$ cat config.mk
export PLATFORM = sky130hd
export DESIGN_NAME = event_capture_8_flat
export DESIGN_NICKNAME = d
export VERILOG_FILES = /design/src/rtl/event_capture_pkg.sv /design/src/rtl/event_capture_if.sv /design/src/rtl/sync_rise_detect.sv /design/src/rtl/event_capture_8.sv /design/src/flat_wrapper.sv
export SDC_FILE = /design/constraint.sdc
export NUM_CORES = 1
export LEC_CHECK = 0
export CORE_ASPECT_RATIO = 1.25
export CORE_MARGIN = 2
export CORE_UTILIZATION = 48
export CTS_CLUSTER_SIZE = 25
export DETAILED_ROUTE_END_ITERATION = 8
export GPL_ROUTABILITY_DRIVEN = 0
export GPL_TIMING_DRIVEN = 1
export PLACE_DENSITY = 0.79
export SETUP_SLACK_MARGIN = 0.4
export SLEW_MARGIN = 40
export SYNTH_ARGS = -nofsm -noshare
export SYNTH_HDL_FRONTEND = slang
export SYNTH_SLANG_ARGS = --single-unit
export TNS_END_PERCENT = 20
$ cat constraint.sdc
create_clock -name clk -period 1.86 [get_ports clk]
set_input_delay 0.372 -clock clk [delete_from_list [all_inputs] [get_ports clk]]
set_output_delay 0.372 -clock clk [all_outputs]
set_load 0.05 [all_outputs]
$ cat src/rtl/event_capture_pkg.sv
// Shared sizing, FSM state type and priority encoder for the event capture block.
package event_capture_pkg;

    localparam int N           = 8;
    localparam int IDX_W       = $clog2(N);
    localparam int SYNC_STAGES = 2;

    typedef enum logic {
        IDLE    = 1'b0,
        PRESENT = 1'b1
    } state_e;

    // Index of the highest set bit; 0 when nothing is set.
    function automatic logic [IDX_W-1:0] highest_set(input logic [N-1:0] bits);
        logic [IDX_W-1:0] idx;
        idx = '0;
        for (int i = 0; i < N; i++) begin
            if (bits[i]) idx = IDX_W'(i);
        end
        return idx;
    endfunction

endpackage

$ cat src/rtl/event_capture_if.sv
// Code/valid/ready handshake between the event capture block and the encoder stage.
interface event_capture_if;

    logic [event_capture_pkg::IDX_W-1:0] code_out;
    logic                                valid;
    logic                                ready;

    modport master (output code_out, output valid, input ready);
    modport slave  (input code_out, input valid, output ready);

endinterface

$ cat src/rtl/sync_rise_detect.sv
// Synchronizes one asynchronous request line and emits a one-cycle rise pulse.
module sync_rise_detect #(
    parameter int STAGES = 2
) (
    input  logic clk,
    input  logic rst,
    input  logic req_in,
    output logic rise
);

    logic [STAGES-1:0] sync_q, sync_d;
    logic              prev_q, prev_d;

    always_comb begin
        sync_d = {sync_q[STAGES-2:0], req_in};
        prev_d = sync_q[STAGES-1];
    end

    always_ff @(posedge clk or posedge rst) begin
        if (rst) begin
            sync_q <= '0;
            prev_q <= 1'b0;
        end else begin
            sync_q <= sync_d;
            prev_q <= prev_d;
        end
    end

    assign rise = sync_q[STAGES-1] & ~prev_q;

endmodule

$ cat src/rtl/event_capture_8.sv
// Latches synchronized request rises as pending bits and presents the highest
// pending index over a valid/ready handshake, clearing it on acceptance.
module event_capture_8
    import event_capture_pkg::*;
(
    input  logic                 clk,
    input  logic                 rst,
    input  logic                 enable,
    input  logic [N-1:0]         req_in,
    output logic [N-1:0]         pending,
    output logic                 overflow,
    event_capture_if.master      cap
);

    logic [N-1:0]     rise;
    logic [N-1:0]     clr;
    logic [N-1:0]     pending_q, pending_d;
    logic [IDX_W-1:0] code_q, code_d;
    logic             valid_q, valid_d;
    logic             overflow_q, overflow_d;
    state_e           state_q, state_d;

    for (genvar i = 0; i < N; i++) begin : g_line
        sync_rise_detect #(.STAGES(SYNC_STAGES)) u_sync (
            .clk    (clk),
            .rst    (rst),
            .req_in (req_in[i]),
            .rise   (rise[i])
        );
    end

    always_comb begin
        state_d = state_q;
        code_d  = code_q;
        valid_d = valid_q;
        clr     = '0;
        case (state_q)
            IDLE: begin
                if (enable && (pending_q != '0)) begin
                    code_d  = highest_set(pending_q);
                    valid_d = 1'b1;
                    state_d = PRESENT;
                end
            end
            PRESENT: begin
                if (cap.ready) begin
                    clr     = {{(N-1){1'b0}}, 1'b1} << code_q;
                    valid_d = 1'b0;
                    state_d = IDLE;
                end
            end
        endcase
        // A rise landing on the bit being accepted re-arms it and is not an overflow.
        pending_d  = (pending_q & ~clr) | rise;
        overflow_d = |(rise & pending_q & ~clr);
    end

    always_ff @(posedge clk or posedge rst) begin
        if (rst) begin
            state_q    <= IDLE;
            code_q     <= '0;
            valid_q    <= 1'b0;
            pending_q  <= '0;
            overflow_q <= 1'b0;
        end else begin
            state_q    <= state_d;
            code_q     <= code_d;
            valid_q    <= valid_d;
            pending_q  <= pending_d;
            overflow_q <= overflow_d;
        end
    end

    assign cap.code_out = code_q;
    assign cap.valid    = valid_q;
    assign pending      = pending_q;
    assign overflow     = overflow_q;

endmodule

$ cat src/flat_wrapper.sv
// flat-port wrapper written by rule: the top's interface ports become plain ports
module event_capture_8_flat import event_capture_pkg::*;
  (clk, rst, enable, req_in, pending, overflow, cap_code_out, cap_valid, cap_ready);
  event_capture_if cap_i ();
  input  logic clk;
  input  logic rst;
  input  logic enable;
  input  logic [N-1:0] req_in;
  output logic [N-1:0] pending;
  output logic overflow;
  output wire logic [$bits(cap_i.code_out)-1:0] cap_code_out;
  output wire logic [$bits(cap_i.valid)-1:0] cap_valid;
  input wire logic [$bits(cap_i.ready)-1:0] cap_ready;
  assign cap_code_out = cap_i.code_out;
  assign cap_valid = cap_i.valid;
  assign cap_i.ready = cap_ready;
  event_capture_8 u_core (.clk(clk), .rst(rst), .enable(enable), .req_in(req_in), .pending(pending), .overflow(overflow), .cap(cap_i));
endmodule
==> impl_metrics.py, run 1 <==
metrics = {
    "status": {
        "status": "finished, final reports clean",
    },
    "critical_path": {
        "critical_path.startpoint_type": "flop",
        "cp.required_ps": 2070,
        "crit_path_end_kind": "flop",
        "path_max_fanout": 7,
        "cp_data_arrival_time_ps": 1810,
        "path_cells": "nand2b_4, o31ai_4, o22a_1, o221ai_1, or4_1",
        "worstSetupPathType": "reg -> reg",
        "max_stage_delay_ps": 490,
        "cpMaxStageDelayCell": "dfrtp_2",
    },
    "clock_tree": {
        "root_buffer": "clkbuf_4",
        "path_clk_slew_ps": 100,
        "numClockSinks": 38,
        "clk_latency_ps": 320,
        "ctsHoldBuffers": 0,
        "cts_buffers": 5,
        "cts.path.max_buffers": 2,
        "cts_tree": "built",
        "htreeDepth": 2,
    },
    "layout": {
        "num-fill-cells": 177,
        "final_cell_mix": "34 x dfrtp_1, 20 x buf_4, 10 x clkdlybuf4s50_1",
        "layout_commonest_cell": "dfrtp_1",
        "drive_gt1_frac": 0.306,
        "stdcell_count": 167,
        "utilization": 0.688,
        "nNetsFinal": 145,
        "syn2layout_area_growth_pct": 35.1,
        "diodes": 0,
    },
    "logic_synthesis": {
        "synthAdderAreaFrac": 0,
        "synth_nets": 107,
        "synthSimpleGateAreaFrac": 0.118,
        "async_flop_share": 1.00,
        "synth_top_family_by_area": "simple AND/OR/NAND/NOR gates",
        "synth_xor_area_frac": 0,
        "synth_compound_area_frac": 0.111,
        "syn-cell-area_um2": 1260,
        "synth_enable_flop_cells": 0,
        "synth_seq_cells": 38,
        "ys.flop_type": "dfrtp_1",
        "yosysWarnings": 0,
        "ys_types": 21,
        "netlist_instances": 95,
        "synth_seq_area_share": 0.753,
        "muxShareOfSynthArea": 0,
        "avgSynthCellArea_um2": 13.3,
    },
    "placed_design": {
        "place_inst": 157,
        "hpwl_um": 1540,
        "port_buffers": 24,
    },
    "pwr": {
        "powerDensity_nw_per_um2": 1010,
        "irDropWorstVdd_mv": 0.653,
        "leakagePower_uw": 0.000742,
    },
    "route": {
        "first_pass_iters": 4,
        "drtAntennaViolNets": 0,
        "vias": 834,
        "drc": 0,
        "avgViaCountPerCell": 4.99,
        "wl_per_cell_um": 13.1,
        "drt_iter0_markers": 8,
        "drt-total-wl_um": 2180,
    },
    "sta": {
        "hold_viol": 0,
        "drv_slew": 0,
        "setup_violations": 0,
        "relSlewSlack": 0.680,
        "layout_min_cycle_time_ps": 1600,
        "tightest_slew_ps": 475,
        "fin_crit_sh": 0.863,
        "holdWs_ps": 346,
        "clock_skew_ps": 7.25,
        "rsz0062_at_grt": "yes",
        "fmax_mhz": 623,
    },
    "global_route": {
        "grt_pass1_vias": 828,
        "grt_pass1_wl_um": 3510,
        "grt_max_degree": 39,
        "grt-ovfl-total": 0,
        "track_usage": 0.161,
        "antenna_found_initial": 0,
    },
    "min_path": {
        "hold_path_class": "reg -> reg",
    },
    "flow_run": {
        "cap_violations": 0,
    },
    "die": {
        "die_w_um": 49.9,
        "design.core.area_um2": 2480,
        "dieArea_um2": 3060,
        "num_rows": 20,
        "io_pins": 25,
        "start_util": 0.510,
        "chipHeight_um": 61.3,
    },
}
-- state kept, by name (all words and copies together), names as in the netlist --
register,count
u_core.cap.code_out,3
u_core.cap.valid,1
u_core.g_line.u_sync.prev_q,8
u_core.g_line.u_sync.sync_q,16
u_core.overflow,1
u_core.pending,8
u_core.state_q,1
-- path summary, 6_finish.rpt --
path	start	end	slack (ps)	cells past startpoint
max in group asynchronous	rst	u_core.cap.code_out[2]	1090	3
hold reg to reg	u_core.g_line[1].u_sync.sync_q[0]	u_core.g_line[1].u_sync.sync_q[1]	350	0
setup / recovery	u_core.cap.code_out[2]	u_core.overflow	260	5
setup reg to reg	u_core.cap.code_out[2]	u_core.overflow	260	5
min in group asynchronous	rst	u_core.pending[7]	440	3
hold / removal	u_core.g_line[1].u_sync.sync_q[0]	u_core.g_line[1].u_sync.sync_q[1]	350	0
-- cells by family (layout without fill, tap and decap cells) --
group	Yosys count	after routing
buffers and inverters	6	45
AO/OA/AOI/OAI	21	21
flip-flops	38	38
AND/OR/NAND/NOR	30	30
-- report_power, final --
| group | internal (µW) | leakage [µW] | switching, µW |
|---|---|---|---|
| registers | 889 | 0.000411 | 77.0 |
| clock network | 183 | 0.0000353 | 234 |
| logic | 135 | 0.000295 | 209 |
| total | 1210 | 0.000742 | 520 |
-- final cells by class --
| cell class | instances | area [µm²] | area share |
|---|---|---|---|
| clock buffers | 7 | 55.1 | 0.0323 |
| clock inverters | 1 | 5.00 | 0.00293 |
| inverters | 6 | 22.5 | 0.0132 |
| multi-input cells | 51 | 367 | 0.215 |
| flip-flops and latches | 38 | 956 | 0.561 |
| well taps | 33 | 41.3 | 0.0242 |
| repair buffers | 31 | 259 | 0.152 |
-- cell usage after synthesis (3+ instances only) --
| cell | instances | area, µm² |
|---|---|---|
| a21oi_1 | 5 | 25.0 |
| dfrtp_1 | 38 | 951 |
| inv_1 | 6 | 22.5 |
| nand2_1 | 8 | 30.0 |
| nand2b_1 | 9 | 56.3 |
| nor2_1 | 6 | 22.5 |
| nor3_1 | 3 | 15.0 |
| o21ai_0 | 4 | 20.0 |
| o31ai_1 | 4 | 30.0 |
-- stage by stage --
stage / power [µW] / TNS, ps / cell area, µm² / setup WS (ps)
6_report: 1730 / 0 / 1710 / 256
5_1_grt: 1820 / 0 / 1710 / 151
4_1_cts: 1750 / 0 / 1700 / 254
3_5_place_dp: 1290 / -231 / 1590 / -231
3_3_place_gp: 1280 / -223 / 1590 / -223
2_1_floorplan: 1160 / 0 / 1300 / 205
-- routing by layer --
layer  vias to the layer above  GRT usage  part of all wire
met4                         0     0.0913             0.011
li1                        399          -                 -
met2                        29      0.293              0.52
met5                         -          0                 0
met1                       402      0.165              0.42
met3                         4     0.0534             0.056
-- worst max-delay path: cells and delay by family, from the launching register on --
kind | cells | cell delay [ps]
compound gates | 3 | 430
flops | 1 | 490
simple gates | 2 | 580
-- what timing repair did --
action / CTS / global route
hold endpoints to repair: 0 / 0
setup buffers: 2 / 0
pin swaps: 0 / 0
gates resized for setup: 8 / 2
endpoints found under the setup margin: 6 / 8
No activity file was read; power rests on OpenSTA's default activity.
==> run 2, diff against run 1 <==
Settings changed: ABC_AREA set to 1, PLACE_DENSITY 0.79 to 0.78.
Clock period 1.86 ns to 1.68 ns, I/O delays scaled along.
==> run 2 against run 1 <==
Effect of this change:
- critical path depth decreased by 4
- total power is 24% higher
- synthesized cell count is 55% higher
- sequential cell count is the same
- combinational power increased by 72%
- core utilization fell by 4.6 points
- wire length rose by 15%
- clock skew rose by 2.4 ps
- via count rose by 27%
- first-iteration DRC count grew 63%
- sequential share of layout area down 4.0 points
- largest cell class unchanged
==> impl_metrics.py, run 2 <==
metrics = {
    "status": {
        "status": "finished, final reports clean",
    },
    "pwr": {
        "p_int_uw": 1420,
        "power.share.switching": 0.340,
        "leakagePower_uw": 0.000962,
        "p_switching_uw": 730,
        "powerDensity_nw_per_um2": 1170,
        "irDropWorstVdd_mv": 0.727,
        "seq_power_share": 0.495,
        "p_comb_frac": 0.275,
        "power_frac_clock": 0.229,
    },
    "critical_path": {
        "critical_path.startpoint_type": "flop",
        "max_stage_delay_ps": 420,
        "path_cells": "buf_4",
        "cp.required_ps": 1340,
        "path_buf_inv": 1,
        "cpMaxStageDelayCell": "dfrtp_1",
        "crit_path_end_kind": "primary output",
        "cp_data_arrival_time_ps": 960,
        "path_delay_family": "flip-flops",
        "path_max_fanout": 3,
        "worstSetupPathType": "reg -> out",
    },
    "logic_synthesis": {
        "synth_enable_flop_cells": 0,
        "yosys-top-cells-count": "50 x nand2_1, 38 x dfrtp_1, 22 x inv_1",
        "avgSynthCellArea_um2": 9.62,
        "syn-cell-area_um2": 1410,
        "synth.area.top_cells": "dfrtp_1 67%, nand2_1 13%, inv_1 5.8%",
        "synth_seq_cells": 38,
        "ys.flop_type": "dfrtp_1",
        "synth.most_common_cell": "nand2_1",
        "async_flop_share": 1.00,
        "netlist_instances": 147,
        "ys_types": 14,
        "synth_seq_area_share": 0.673,
        "yosysTopAreaCellShare": 0.673,
        "yosysWarnings": 0,
        "synth_top_cell_by_area": "dfrtp_1",
        "synth_nets": 159,
    },
    "route": {
        "wl_per_cell_um": 11.2,
        "drc": 0,
        "drtAntennaViolNets": 0,
        "vias": 1059,
        "avgViaCountPerCell": 4.75,
        "drt-total-wl_um": 2510,
        "first_pass_iters": 4,
        "drt_iter0_markers": 13,
    },
    "layout": {
        "layout_commonest_cell": "nand2_1",
        "largest_reg_flops": 16,
        "largest-register": "u_core.g_line.u_sync.sync_q",
        "nNetsFinal": 198,
        "final_cell_mix": "50 x nand2_1, 33 x dfrtp_1, 22 x inv_1",
        "drive_gt1_frac": 0.225,
        "diodes": 0,
        "syn2layout_area_growth_pct": 30.0,
    },
    "global_route": {
        "grt_pass1_wl_um": 4350,
        "grt_pass1_vias": 1043,
        "track_usage": 0.176,
        "grt_max_degree": 39,
        "antenna_found_initial": 0,
        "grt-ovfl-total": 0,
    },
    "clock_tree": {
        "path_clk_slew_ps": 110,
        "numClockSinks": 38,
        "ctsHoldBuffers": 0,
        "cts_buffers": 5,
        "cts.path.max_buffers": 2,
        "htreeDepth": 2,
        "root_buffer": "clkbuf_4",
        "cts_tree": "built",
        "clk_latency_ps": 330,
    },
    "sta": {
        "tightest_slew_ps": 209,
        "clock_skew_ps": 9.68,
        "fin_tns_setup_ps": 0,
        "relSlewSlack": 0.859,
        "hold_viol": 0,
        "setup_violations": 0,
        "rsz0062_at_grt": "yes",
        "drv_slew": 0,
        "fin_crit_sh": 0.770,
        "fmax_mhz": 773,
        "layout_min_cycle_time_ps": 1290,
        "setup_slack_ps": 386,
    },
    "die": {
        "chipHeight_um": 64.7,
        "die_w_um": 52.5,
        "io_pins": 25,
        "start_util": 0.494,
        "design.core.area_um2": 2860,
        "num_rows": 22,
        "dieArea_um2": 3400,
    },
    "min_path": {
        "hold_path_class": "in -> async",
    },
    "placed_design": {
        "dp_slack_ps": 113,
        "port_buffers": 24,
        "hpwl_um": 1840,
    },
    "flow_run": {
        "cap_violations": 0,
    },
}
[run 2: changes by cell type after synthesis, sizes merged, moves of 4 or more]
cell and change:
nor2 +10, nand2b -9, nand2 +42, o31ai -4
a21oi -5, o21ai +4, inv +19
[run 2: final cells by class]
| type | count | area, µm² |
|---|---|---|
| Fill cell | 238 | 1020 |
| Inverter | 25 | 93.8 |
| Clock inverter | 2 | 12.5 |
| Timing Repair Buffer | 32 | 307 |
| Sequential cell | 38 | 957 |
| Clock buffer | 6 | 51.3 |
| Multi-Input combinational cell | 84 | 372 |
| Tap cell | 36 | 45.0 |
[run 2: what timing repair did]
| action | CTS | global route |
|---|---|---|
| gates resized for setup | 0 | 8 |
| hold endpoints to repair | 0 | 0 |
| setup buffers | 2 | 5 |
| endpoints found under the setup margin | 11 | 13 |
| pin swaps | 0 | 0 |
[run 2: layer usage]
| metal | wire (µm) | global-route usage | up-vias |
|---|---|---|---|
| met5 | 0 | 0 | - |
| met4 | 40 | 0.0833 | 0 |
| met3 | 148 | 0.0576 | 4 |
| met2 | 1310 | 0.283 | 31 |
| met1 | 1000 | 0.210 | 507 |
| li1 | - | - | 517 |
[run 2: cell families after synthesis]
logic type | count (synthesis) | synth area share
AND/OR/NAND/NOR | 74 | 0.222
flip-flops | 38 | 0.673
buffers and inverters | 25 | 0.0664
AO/OA/AOI/OAI | 10 | 0.0389
[run 2: worst min-delay path: stages]
cell and delay, ps:
clkdlybuf4s50_1 390, inv_1 90, buf_12 230
[run 2: worst paths after layout]
path | depth (start not counted) | slack, ps | end | startpoint
setup / recovery | 1 | 390 | pending[2] | u_core.pending[2]
hold reg to reg | 0 | 360 | u_core.g_line[7].u_sync.sync_q[1] | u_core.g_line[7].u_sync.sync_q[0]
setup reg to reg | 7 | 480 | u_core.state_q | u_core.pending[1]
hold / removal | 3 | 330 | u_core.g_line[4].u_sync.prev_q | rst
min in group clk | 0 | 360 | u_core.g_line[7].u_sync.sync_q[1] | u_core.g_line[7].u_sync.sync_q[0]
max in group asynchronous | 3 | 1150 | u_core.pending[5] | rst
[run 2: through the flow]
stage	utilization	std cells	hold slack, ps	power, µW	area (µm²)
floorplan	-	147	331	1430	1420
global placement	0.591	208	333	1590	1690
detailed placement	0.591	208	335	1600	1690
CTS	0.619	218	327	2110	1770
global route	0.642	223	366	2260	1840
finish	0.642	223	331	2150	1840
[run 2: power groups by stage]
stage / clock (µW) / sequential [µW] / combinational (µW)
2_1_floorplan: 0 / 1270 / 160
3_3_place_gp: 0 / 1090 / 492
3_5_place_dp: 0 / 1100 / 504
4_1_cts: 507 / 1070 / 532
5_1_grt: 541 / 1080 / 640
6_report: 493 / 1060 / 591
==> run 3, diff against run 2 <==
Clock period 1.68 ns to 1.2 ns, I/O delays scaled along.
==> run 3 against run 2 <==
Effect of this change:
- the run now ends with negative setup slack left
- wire length is 6.7% higher
- critical path depth is 1 higher
- global-route usage is 1.7 points higher
- worst setup slack worse by 460 ps
- sequential power is 46% higher
- clock-buffer cell count stayed put
- sequential share of layout area is 5.6 points lower
- critical endpoint is now pending[5]
- highest routed layer unchanged
==> impl_metrics.py, run 3 (synthesis gave the netlist of run 2 again) <==
metrics = {
    "route": {
        "wl_per_cell_um": 11.9,
        "vias": 1062,
        "drtAntennaViolNets": 0,
        "drc": 0,
        "drt-total-wl_um": 2670,
        "avgViaCountPerCell": 4.74,
        "drt_iter0_markers": 19,
        "first_pass_iters": 4,
    },
    "pwr": {
        "leakagePower_uw": 0.00106,
        "irDropWorstVdd_mv": 1.01,
        "powerDensity_nw_per_um2": 1790,
    },
    "die": {
        "num_rows": 22,
        "start_util": 0.494,
        "io_pins": 25,
        "chipHeight_um": 64.7,
        "die_w_um": 52.5,
        "design.core.area_um2": 2860,
        "dieArea_um2": 3400,
    },
    "layout": {
        "num-fill-cells": 189,
        "largest_reg_flops": 16,
        "final_cell_mix": "49 x nand2_1, 27 x dfrtp_1, 21 x inv_1",
        "largest-register": "u_core.g_line.u_sync.sync_q",
        "syn2layout_area_growth_pct": 46.9,
        "stdcell_count": 224,
        "layout_commonest_cell": "nand2_1",
        "diodes": 0,
        "drive_gt1_frac": 0.282,
        "nNetsFinal": 199,
    },
    "sta": {
        "drv_slew": 0,
        "setup_violations": 6,
        "fmax_mhz": 786,
        "clock_skew_ps": 6.85,
        "fin_tns_setup_ps": -196,
        "layout_min_cycle_time_ps": 1270,
        "rsz0062_at_grt": "yes",
        "hold_viol": 0,
        "fin_crit_sh": 1.06,
        "relSlewSlack": 0.866,
        "setup_slack_ps": -71.6,
        "tightest_slew_ps": 199,
        "holdWs_ps": 265,
    },
    "critical_path": {
        "path_max_fanout": 2,
        "critical_path.startpoint_type": "flop",
        "startpoint": "u_core.pending[5]",
        "cp_data_arrival_time_ps": 1030,
        "cp.required_ps": 960,
        "worstSetupPathType": "reg -> out",
        "r2r_cells": 7,
        "crit_path_end_kind": "primary output",
        "worstReg2RegStart": "u_core.cap.code_out[1]",
    },
    "status": {
        "violations": "negative setup slack",
        "status": "finished with violations",
    },
    "global_route": {
        "grt_pass1_wl_um": 4640,
        "grt_max_degree": 39,
        "track_usage": 0.194,
        "grt_pass1_vias": 1069,
        "grt-ovfl-total": 0,
        "antenna_found_initial": 0,
    },
    "clock_tree": {
        "clk_latency_ps": 340,
        "numClockSinks": 38,
        "root_buffer": "clkbuf_4",
        "cts_buffers": 5,
        "path_clk_slew_ps": 110,
        "htreeDepth": 2,
        "cts.path.max_buffers": 2,
        "cts_tree": "built",
    },
    "min_path": {
        "hold_path_class": "in -> async",
    },
    "placed_design": {
        "place_inst": 210,
        "hpwl_um": 1900,
        "dp_slack_ps": -309,
        "port_buffers": 24,
    },
    "flow_run": {
        "cap_violations": 0,
    },
}
[run 3: worst max-delay path: stages (launching register included)]
cell,delay [ps]
dfrtp_2,430
buf_6,130
buf_12,140
[run 3: area by class of cell]
cell class / count / area, µm² / area share
inverters: 25 / 97.6 / 0.0470
flip-flops and latches: 38 / 965 / 0.464
well taps: 36 / 45.0 / 0.0217
multi-input cells: 84 / 384 / 0.185
clock buffers: 6 / 51.3 / 0.0247
clock inverters: 2 / 60.1 / 0.0289
repair buffers: 33 / 474 / 0.228
[run 3: final timing paths]
| check | to | slack (ps) |
|---|---|---|
| setup / recovery | pending[5] | -70 |
| hold / removal | u_core.g_line[5].u_sync.prev_q | 260 |
| setup reg to reg | u_core.overflow | -20 |
| hold reg to reg | u_core.g_line[1].u_sync.sync_q[1] | 360 |
| max in group asynchronous | u_core.pending[6] | 730 |
| min in group clk | u_core.g_line[3].u_sync.sync_q[0] | 330 |
[run 3: metal layers]
metal,wire length (µm),vias to the layer above,track usage
met5,0,-,0
met4,90,0,0.0994
met3,121,10,0.0645
met2,1390,28,0.316
met1,1070,504,0.222
li1,-,520,-
[run 3: per-stage QoR]
step	utilization	instance area, µm²	power (µW)
final	0.726	2080	3710
after global routing	0.726	2080	3880
after CTS	0.722	2070	3720
after detailed placement	0.657	1880	2500
after global placement	0.657	1880	2470
after floorplan	-	1430	2010
[run 3: report_power, final]
part	leakage [µW]	switching, µW	internal, µW
combinational	0.000585	544	506
clock	0.0000585	402	706
sequential	0.000414	141	1410
total	0.00106	1090	2620
[run 3: repair_timing]
item                                    4_1_cts  5_1_grt
gates resized for setup                       5        3
pin swaps                                     0        1
setup buffers                                 6        0
hold buffers                                  0        0
endpoints found under the setup margin       27       27
